**config.mk**
```make
export PLATFORM = sky130hd
export DESIGN_NAME = eth_pkt_arbiter
export DESIGN_NICKNAME = d
export VERILOG_FILES = /design/src/rtl/eth_pkt_arbiter.sv
export SDC_FILE = /design/constraint.sdc
export NUM_CORES = 1
export LEC_CHECK = 0
export BUFFER_PORTS_ARGS = -buffer_cell sky130_fd_sc_hd__buf_2
export CAP_MARGIN = 20
export CORE_MARGIN = 2
export CORE_UTILIZATION = 29
export CTS_CLUSTER_DIAMETER = 60
export DETAILED_ROUTE_END_ITERATION = 12
export PLACE_DENSITY = 0.62
export SETUP_SLACK_MARGIN = 0.5
export SLEW_MARGIN = 20
export SYNTH_ARGS = -nofsm -noshare
export SYNTH_HDL_FRONTEND = slang
export SYNTH_SLANG_ARGS = --single-unit
export TNS_END_PERCENT = 20
```
**constraint.sdc**
```tcl
create_clock -name clk -period 1.6 [get_ports clk]
set_input_delay 0.08 -clock clk [delete_from_list [all_inputs] [get_ports clk]]
set_output_delay 0.08 -clock clk [all_outputs]
set_load 0.01 [all_outputs]
```
**src/rtl/eth_pkt_arbiter.sv**
```systemverilog
// eth_pkt_arbiter: packet-granular round-robin arbiter for one egress port.
// Define ARB_STATS_EN to add the pkt_count/drop_count statistics outputs.
module eth_pkt_arbiter #(
  parameter int NUM_REQ       = 2,
  parameter int DATA_W        = 32,
  parameter int MAX_PKT_WORDS = 64
) (
  input  logic                           clk,
  input  logic                           resetN,
  input  logic [NUM_REQ-1:0]             req_valid,
  input  logic [NUM_REQ*(DATA_W+2)-1:0]  req_data,
  output logic [NUM_REQ-1:0]             req_pop,
  input  logic                           out_ready,
  output logic                           out_valid,
  output logic [DATA_W-1:0]              out_data,
  output logic                           out_sop,
  output logic                           out_eop,
  output logic [$clog2(NUM_REQ)-1:0]     grant_id,
  output logic                           busy,
  output logic                           err_abort
`ifdef ARB_STATS_EN
  ,
  output logic [15:0]                    pkt_count,
  output logic [15:0]                    drop_count
`endif
);

  localparam int WW = DATA_W + 2;
  localparam int IW = $clog2(NUM_REQ);
  localparam int CW = $clog2(MAX_PKT_WORDS + 1);

  typedef enum logic {IDLE, XFER} state_t;

  state_t            state, state_nx;
  logic [IW-1:0]     rr;
  logic [CW-1:0]     word_cnt;
  logic [WW-1:0]     head [NUM_REQ];
  logic [NUM_REQ-1:0] cand, orph, pop_c;
  logic              pick_vld;
  logic [IW-1:0]     pick_idx, idx;
  logic [WW-1:0]     gw;
  logic              cnt_last, xfer, last, abort;

  always_comb begin
    for (int i = 0; i < NUM_REQ; i++) begin
      head[i] = req_data[i*WW +: WW];
      cand[i] = req_valid[i] & head[i][DATA_W];
      orph[i] = req_valid[i] & ~head[i][DATA_W];
    end
  end

  // search starts just past the last winner, so it has lowest priority
  always_comb begin
    pick_vld = 1'b0;
    pick_idx = '0;
    idx      = '0;
    for (int k = 1; k <= NUM_REQ; k++) begin
      idx = IW'((int'(rr) + k) % NUM_REQ);
      if (!pick_vld && cand[idx]) begin
        pick_vld = 1'b1;
        pick_idx = idx;
      end
    end
  end

  assign gw       = head[grant_id];
  assign cnt_last = (word_cnt == CW'(MAX_PKT_WORDS - 1));

  always_comb begin
    state_nx = state;
    pop_c    = '0;
    xfer     = 1'b0;
    last     = 1'b0;
    abort    = 1'b0;
    unique case (state)
      IDLE: begin
        pop_c = orph;
        if (pick_vld) state_nx = XFER;
      end
      XFER: begin
        xfer            = req_valid[grant_id] & out_ready;
        pop_c[grant_id] = xfer;
        last            = xfer & (gw[DATA_W+1] | cnt_last);
        abort           = xfer & ~gw[DATA_W+1] & cnt_last;
        if (last) state_nx = IDLE;
      end
      default: state_nx = IDLE;
    endcase
  end

  assign req_pop = pop_c & {NUM_REQ{resetN}};
  assign busy    = (state == XFER);

  always_ff @(posedge clk or negedge resetN) begin
    if (!resetN) begin
      state     <= IDLE;
      rr        <= IW'(NUM_REQ - 1);
      grant_id  <= '0;
      word_cnt  <= '0;
      out_valid <= 1'b0;
      out_data  <= '0;
      out_sop   <= 1'b0;
      out_eop   <= 1'b0;
      err_abort <= 1'b0;
    end else begin
      state     <= state_nx;
      out_valid <= xfer;
      err_abort <= abort;
      if (state == IDLE && pick_vld) grant_id <= pick_idx;
      if (xfer) begin
        out_data <= gw[DATA_W-1:0];
        out_sop  <= gw[DATA_W] & (word_cnt == '0);
        out_eop  <= gw[DATA_W+1] | cnt_last;
        word_cnt <= last ? '0 : word_cnt + CW'(1);
      end
      if (last) rr <= grant_id;
    end
  end

`ifdef ARB_STATS_EN
  always_ff @(posedge clk or negedge resetN) begin
    if (!resetN) begin
      pkt_count  <= '0;
      drop_count <= '0;
    end else begin
      if (last) pkt_count <= pkt_count + 16'd1;
      if (state == IDLE && |orph) drop_count <= drop_count + 16'd1;
    end
  end
`endif

endmodule

```
==> impl_metrics.tcl, run 1 <==
set metrics [dict create \
    status "finished, violations left" \
    violations "negative setup slack" \
    holdPathStages 2 \
    holdPathEnd "out_data[15]" \
    rows 31 \
    dp_hpwl_um 4070 \
    arrival_ns 1.79 \
    first_iter_violations 32 \
    vias 2028 \
    p_clk_frac 0.201 \
    grt_pass1_wl_um 10300 \
    relSlewSlack 0.614 \
    die-area_mm2 0.00838 \
    path_max_fanout 35 \
    powerDensity_mw_per_mm2 1620 \
    start_kind "flop" \
    hold_class "in2reg" \
    mostFrequentLayoutCells "buf_2, dfrtp_1, nor3b_1, a221o_1, nand2_1" \
    syn-mean-instance-area_um2 12.1 \
    crit_path_cell_trace "buf_6, mux2_4, nand3_4, buf_12, nor3b_1, a221o_1" \
    grt_pass1_vias 2136 \
    power_frac_comb 0.435 \
    diodes 0 \
    area_growth_pct 46.8 \
    hold_start "req_data[49]" \
    drtPass1Iterations 4 \
    ys_warn_count 0 \
    htreeDepth 2 \
    port_buffers 112 \
    io_pins 113 \
    syn_area_mm2 0.00222 \
    worst_ep_required_time_ns 1.78 \
    grt-ovfl-total 0 \
    routed_wl_um 5970 \
    crit_slowest_cell "dfrtp_1" \
    grt_start_max_net_pins 47 \
    yosys.area.top_type_share 0.506 \
    cap_violations 0 \
    cts-buffers-inserted 5 \
    synth_top_cell_by_area "dfrtp_1" \
    hold_viol_final 0 \
    report.final.slew_viol_count 0 \
    seq_power_share 0.364 \
    synthFlopType "dfrtp_1" \
    die_h_um 91.6 \
    reg2reg_from "grant_id" \
    final.period_utilization 1.00 \
    layout-drive-gt1-share 0.477 \
    ys_seq_elements 46 \
    critPathBufInv 2 \
    tightest_slew_ns 0.579 \
    root_buffer "clkbuf_8" \
    synthCells 184 \
    swShare 0.345 \
    track_usage 0.152 \
    crit_type "reg2reg" \
    crit_start "grant_id" \
    reg2reg_depth 6 \
    min_period_ns 1.60 \
    finalClockSkew_ns 0.00407 \
    r2r_end "out_data[28]" \
    fmax_mhz 624 \
    wl_per_cell_um 14.6 \
    antenna_found_initial 0 \
    rsz0062_at_grt "yes" \
    clkSinkCount 46 \
    intPower_uw 3470 \
    ant_nets 0 \
    vias_per_cell 4.96 \
    synth_cell_types 38 \
    nNetsFinal 384 \
    cp_top_family "flip-flops" \
    clk_pin_slew_ns 0.09 \
    setup_tns_ns -0.00531 \
    cp-end-kind "flop" \
    cellLeakagePower_uw 0.00155 \
    start_util 0.303 \
    clock_path_buffers 2 \
    peakVddDrop_v 0.000678 \
    syn_nets 259 \
    async_flop_share 1.00 \
    reg2reg_slack_ns -0.003 \
    post-route-drc-count 0 \
    final_common_cell "buf_2" \
    gp_congestion 0.773 \
    core-area_mm2 0.00733 \
    seq_area_frac_synth 0.518 \
    cts_tree "built" \
    post-place-ws_ns 0.0547 \
    clkLatencyLatePin_ns 0.30 \
    setup_ws_ns -0.00323 \
    die_x_um 91.6 \
    synth.area.top_cells "dfrtp_1, a221o_1, nor3b_1" \
    setup_viol 2 \
    synth_edf_count 0 \
    critPathMaxStageDelay_ns 0.40 \
    power_switching_uw 1820 \
]
flip-flops by register name, summed over array words and instances, names as in the netlist:
name	flops
out_data	32
out_eop	1
err_abort	1
word_cnt	7
out_valid	1
out_sop	1
busy	1
grant_id	1
rr	1
metrics by stage:
step	cells	util	hold slack, ns	total power (uW)	area (um^2)
3_5_place_dp	389	0.400	0.261	4080	2930
3_3_place_gp	389	0.400	0.262	4040	2930
5_1_grt	409	0.445	0.00112	5680	3260
4_1_cts	409	0.442	0.00310	5320	3240
2_1_floorplan	184	-	-0.216	3240	2250
6_report	409	0.445	0.0139	5290	3260
Yosys cell counts (2+ instances only):
master and instances:
mux2_2 2, nor2b_1 3, o21ai_0 4, nor2_2 2
a221o_1 32, and3_1 3, ha_1 2, nand2_1 10
nor4_1 2, buf_4 3, nor3b_1 33, dfrtp_1 45
a22o_1 4, o21ai_1 2, nor2_1 4, inv_1 2
clkbuf_1 2, buf_2 7, buf_6 3
repair_timing:
item                                    in CTS  in global routing
gates cloned                                 1                  0
hold buffers                                 8                  0
setup buffers                                3                  0
gates resized for setup                      9                  5
endpoints found under the setup margin      48                 49
endpoints found under the hold margin       52                  0
pin swaps                                   11                  9
power groups by stage:
stage | clock network, uW | registers (uW) | logic, uW
2_1_floorplan | 0 | 2110 | 1130
3_3_place_gp | 0 | 1920 | 2120
3_5_place_dp | 0 | 1920 | 2160
4_1_cts | 1100 | 1910 | 2310
5_1_grt | 1150 | 1990 | 2540
6_report | 1060 | 1930 | 2300
layer usage:
layer / vias up / GRT usage / routed length (um)
met5: - / 0 / 0
met4: 0 / 0.0429 / 92
met3: 11 / 0.0365 / 362
met2: 73 / 0.249 / 2840
met1: 979 / 0.199 / 2670
li1: 965 / - / -
final cells by class:
type,instances,area [um^2]
multi-input combinational,119,1010
clock inverter,2,60.1
fill,710,4070
clock buffer,6,82.6
inverter,3,11.3
tap,99,124
timing repair buffer,134,820
sequential,46,1150
worst max path at each step:
stage | slack (ns) | end | cells past startpoint
3_3_place_gp | 0.11 | out_data[22] | 5
3_5_place_dp | 0.05 | word_cnt[0] | 5
6_report | -0.003 | out_data[28] | 6
4_1_cts | -0.009 | out_data[2] | 6
2_1_floorplan | 0.17 | out_data[14] | 5
5_1_grt | -0.07 | out_data[29] | 6
kinds of logic after synthesis:
logic type,Yosys count,synth area share
AND/OR/NAND/NOR,63,0.189
AO/OA/AOI/OAI,50,0.206
flip-flops,46,0.518
buffers and inverters,19,0.0512
multiplexers,4,0.0248
adder cells (fa/ha/maj),2,0.0113
Note: power is estimated with default switching activity, not from simulation.
==> inputs of run 2 (changes only) <==
- SETUP_SLACK_MARGIN: 0.5 -> not set
==> run 2 against run 1 <==
Compared with the run above:
- the flow now finishes without violations
- count of clock-buffer cells in the layout up 1
- first-iteration DRC count is 84% higher
- routed wire length down 0.70%
- die area unchanged
- setup slack better by 0.058 ns
- via count about the same
- global-route usage down 1.3 points
- largest power group unchanged
==> impl_metrics.tcl, run 2 (synthesis gave the netlist of run 1 again) <==
set metrics [dict create \
    routed_wl_um 5920 \
    clk_pin_slew_ns 0.09 \
    setup_tns_ns 0 \
    crit_path_cell_trace "mux2_2, nand3_4, buf_12, nor3b_1, a221o_1" \
    wl_per_cell_um 14.4 \
    crit_type "reg2reg" \
    drtPass1Iterations 6 \
    start_util 0.303 \
    track_usage 0.139 \
    fmax_mhz 647 \
    nNetsFinal 385 \
    path_max_fanout 28 \
    htreeDepth 2 \
    cellLeakagePower_uw 0.00152 \
    critPathBufInv 1 \
    hold_class "in2reg" \
    first_iter_violations 59 \
    peakVddDrop_v 0.000613 \
    vias_per_cell 4.94 \
    cp-end-kind "flop" \
    antenna_found_initial 0 \
    clkSinkCount 46 \
    setup_viol 0 \
    grt_pass1_vias 1874 \
    worst_ep_required_time_ns 1.77 \
    fin_cells 410 \
    mostFrequentLayoutCells "buf_2, dfrtp_1, nor3b_1, a221o_1, buf_4" \
    clkLatencyLatePin_ns 0.29 \
    die_x_um 91.6 \
    core-area_mm2 0.00733 \
    clock_path_buffers 2 \
    powerDensity_mw_per_mm2 1550 \
    arrival_ns 1.72 \
    cp_top_family "flip-flops" \
    die_h_um 91.6 \
    hold_viol_final 0 \
    tightest_slew_ns 0.334 \
    crit_slowest_cell "dfrtp_1" \
    gp_congestion 0.749 \
    final.period_utilization 0.966 \
    hold_ws_ns 0.0140 \
    report.final.slew_viol_count 0 \
    rsz0062_at_grt "no" \
    root_buffer "clkbuf_8" \
    grt_pass1_wl_um 9310 \
    cap_violations 0 \
    cts_tree "built" \
    relSlewSlack 0.777 \
    area_growth_pct 42.0 \
    die-area_mm2 0.00838 \
    vias 2026 \
    layout-drive-gt1-share 0.473 \
    post-route-drc-count 0 \
    grt_start_max_net_pins 29 \
    critPathMaxStageDelay_ns 0.38 \
    diodes 0 \
    place_inst 393 \
    dp_hpwl_um 4320 \
    port_buffers 112 \
    ant_nets 0 \
    status "complete, no violations" \
    io_pins 113 \
    final_util 0.431 \
    min_period_ns 1.55 \
    finalClockSkew_ns 0.00952 \
    largest-register "out_data" \
    rows 31 \
    largest_reg_flops 32 \
    grt-ovfl-total 0 \
    cts-buffers-inserted 5 \
    start_kind "flop" \
    final_common_cell "buf_2" \
    reg_top3 "out_data (32), word_cnt (7)" \
]
==> run 2: report_power, final <==
| part | total, uW | leakage, uW | switching [uW] | internal [uW] |
|---|---|---|---|---|
| registers | 1900 | 0.000576 | 266 | 1640 |
| clock network | 729 | 0.0000482 | 380 | 349 |
| logic | 2250 | 0.000895 | 1110 | 1140 |
| total | 4880 | 0.00152 | 1750 | 3120 |
==> run 2: per-layer routing <==
| metal | track usage | vias up | routed length (um) |
|---|---|---|---|
| met5 | 0 | - | 0 |
| met4 | 0.0341 | 0 | 54 |
| met3 | 0.0315 | 5 | 422 |
| met2 | 0.214 | 81 | 2580 |
| met1 | 0.198 | 975 | 2860 |
| li1 | - | 965 | - |
==> run 2: path summary, 6_finish.rpt <==
path                                   start      endpoint  slack [ns]  cells after the start
worst min register to register       out_eop       out_eop        0.50                      2
worst min-delay path            req_data[39]   out_data[5]        0.01                      2
worst max-delay path                grant_id  out_data[26]        0.05                      5
worst max register to register      grant_id  out_data[26]        0.05                      5
min in group asynchronous             resetN   word_cnt[6]        0.34                      3
max in group asynchronous             resetN            rr        0.94                      3
==> run 2: through the flow <==
stage,area (um^2),worst slack [ns],total power [uW]
global placement,2960,0.139,4070
detailed placement,2960,0.101,4100
finish,3160,0.0550,4880
global route,3160,0.00114,5240
floorplan,2220,0.147,3200
CTS,3080,0.00339,4860
==> run 2: what timing repair did <==
action / in CTS / in global routing
endpoints found under the hold margin: 47 / 2
resized for setup: 0 / 2
buffers inserted: 0 / 3
setup endpoints to repair: 0 / 1
hold buffers: 3 / 2
==> run 2: area by class of cell <==
| cell class | count | area (um^2) |
|---|---|---|
| repair buffers | 135 | 817 |
| inverters | 3 | 11.3 |
| well taps | 99 | 124 |
| clock buffers | 7 | 86.3 |
| fillers | 686 | 4170 |
| multi-input cells | 119 | 962 |
| flip-flops and latches | 46 | 1150 |
| clock inverters | 1 | 5.00 |
==> inputs of run 3 (changes only) <==
- CORE_ASPECT_RATIO: not set -> 1.75
==> run 3 against run 2 <==
Compared with the run above:
- sequential share of layout area grew 0.13 points
- final cell count shrank 4.6%
- worst hold slack improved by 0.012 ns
- non-clock buffer count down 8
- count of clock-buffer cells in the layout shrank 2
- clock skew is 0.0045 ns lower
- cell area is 0.36% lower
- via count shrank 1.5%
- clock power rose by 84%
- routed wire length is 0.34% higher
- first-iteration DRC count up 10%
- utilization is 1.2 points lower
- critical path type unchanged
- largest power group unchanged
==> impl_metrics.tcl, run 3 (synthesis gave the netlist of run 1 again) <==
set metrics [dict create \
    status "complete, no violations" \
    min_period_ns 1.52 \
    cts-buffers-inserted 5 \
    core-area_mm2 0.00751 \
    swShare 0.334 \
    cap_violations 0 \
    htreeDepth 2 \
    cts_setup_buffers 0 \
    ant_nets 0 \
    gp_congestion 0.813 \
    die-area_mm2 0.00841 \
    post-place-ws_ns 0.0589 \
    multi_input_area_um2 966 \
    setup_ws_ns 0.0845 \
    peakVddDrop_v 0.000555 \
    antenna_found_initial 0 \
    grt_pass1_vias 1989 \
    die_x_um 70.2 \
    clkSinkCount 46 \
    first_iter_violations 65 \
    die_h_um 120 \
    place_inst 382 \
    rows 42 \
    seq_power_share 0.357 \
    clock_path_buffers 2 \
    holdPathStages 2 \
    clk_pin_slew_ns 0.07 \
    finalClockSkew_ns 0.00506 \
    hold_ws_ns 0.0265 \
    setup_viol 0 \
    diodes 0 \
    io_pins 113 \
    routed_wl_um 5940 \
    intPower_uw 3600 \
    post-route-drc-count 0 \
    worst_ep_required_time_ns 1.76 \
    fillCellCount 747 \
    crit_path_cell_trace "mux2_4, nand3_4, buf_12, nor3b_1, a221o_1" \
    arrival_ns 1.68 \
    path_max_fanout 31 \
    largest-register "out_data" \
    root_buffer "clkbuf_16" \
    setup_tns_ns 0 \
    final_common_cell "buf_2" \
    cellLeakagePower_uw 0.00152 \
    reg2reg_depth 5 \
    hold_class "in2reg" \
    grt_start_max_net_pins 35 \
    relSlewSlack 0.714 \
    crit_type "reg2reg" \
    vias 1996 \
    clkLatencyLatePin_ns 0.28 \
    power_switching_uw 1810 \
    p_clk_frac 0.248 \
    reg_top3 "out_data (32), word_cnt (7)" \
    largest_reg_flops 32 \
    crit_slowest_cell "dfrtp_1" \
    critPathMaxStageDelay_ns 0.41 \
    cts_tree "built" \
    fin_cells 391 \
    start_util 0.296 \
    layout-drive-gt1-share 0.475 \
    mostFrequentLayoutCells "buf_2, dfrtp_1, nor3b_1, a221o_1, buf_4" \
    port_buffers 112 \
    dp_hpwl_um 4500 \
    drtPass1Iterations 4 \
    grt-ovfl-total 0 \
    area_growth_pct 41.5 \
    wl_per_cell_um 15.2 \
    seqCellArea_mm2 0.00115 \
    report.final.slew_viol_count 0 \
    track_usage 0.145 \
    tightest_slew_ns 0.430 \
    powerDensity_mw_per_mm2 1720 \
    power_frac_comb 0.395 \
    vias_per_cell 5.10 \
    fmax_mhz 660 \
    nNetsFinal 377 \
    hold_viol_final 0 \
    start_kind "flop" \
    rsz0062_at_grt "no" \
    cp-end-kind "flop" \
    final.period_utilization 0.947 \
    grt_pass1_wl_um 9760 \
]
[run 3: cell count changes in the layout (fill, tap and decap cells not counted), sizes merged]
cell	previous run	this run
clkbuf	8	5
dlygate4sd3	5	1
buf	129	126
bufinv	0	2
[run 3: per-layer routing]
metal | part of all wire | up-vias | global-route usage
met2 | 0.51 | 70 | 0.251
met3 | 0.055 | 7 | 0.0269
met5 | 0 | - | 0
met4 | 0.015 | 0 | 0.0433
li1 | - | 950 | -
met1 | 0.42 | 969 | 0.182
[run 3: layout make-up]
class,instances,area share
inverter,3,0.00358
timing repair buffer,127,0.227
clock inverter,3,0.0219
multi-input combinational,119,0.307
clock buffer,5,0.0398
sequential,46,0.366
tap,88,0.0350
[run 3: worst paths after layout]
path                              start            to  slack [ns]
min reg2reg                     out_sop       out_sop        0.49
min in group asynchronous        resetN   word_cnt[3]        0.25
max in group asynchronous        resetN     err_abort        0.61
max reg2reg                    grant_id  out_data[15]        0.08
min                        req_data[63]  out_data[29]        0.03
max                            grant_id  out_data[15]        0.08
[run 3: power groups by stage]
stage | sequential [uW] | clock (uW) | combinational [uW]
after CTS | 1920 | 1380 | 2160
final | 1930 | 1340 | 2140
after global routing | 1980 | 1430 | 2350
after detailed placement | 1940 | 0 | 2150
after global placement | 1920 | 0 | 2120
after floorplan | 2110 | 0 | 1090
[run 3: critical path, delay by kind of cell, from the launching register on]
kind	cells	cell delay, ns
AOI/OAI and AO/OA	1	0.27
buffers and inverters	1	0.19
DFF	1	0.41
muxes	1	0.32
and+or+nand+nor	2	0.21
[run 3: through the flow]
step / utilization / area, um^2 / power (uW)
after floorplan: - / 2220 / 3200
after global placement: 0.390 / 2930 / 4040
after detailed placement: 0.390 / 2930 / 4090
after CTS: 0.418 / 3140 / 5470
after global routing: 0.419 / 3150 / 5760
final: 0.419 / 3150 / 5410
[run 3: repair_timing]
| action | CTS | global route |
|---|---|---|
| setup endpoints to repair | 0 | 8 |
| hold buffers | 1 | 0 |
| endpoints found under the hold margin | 11 | 0 |
| gates resized for setup | 0 | 2 |
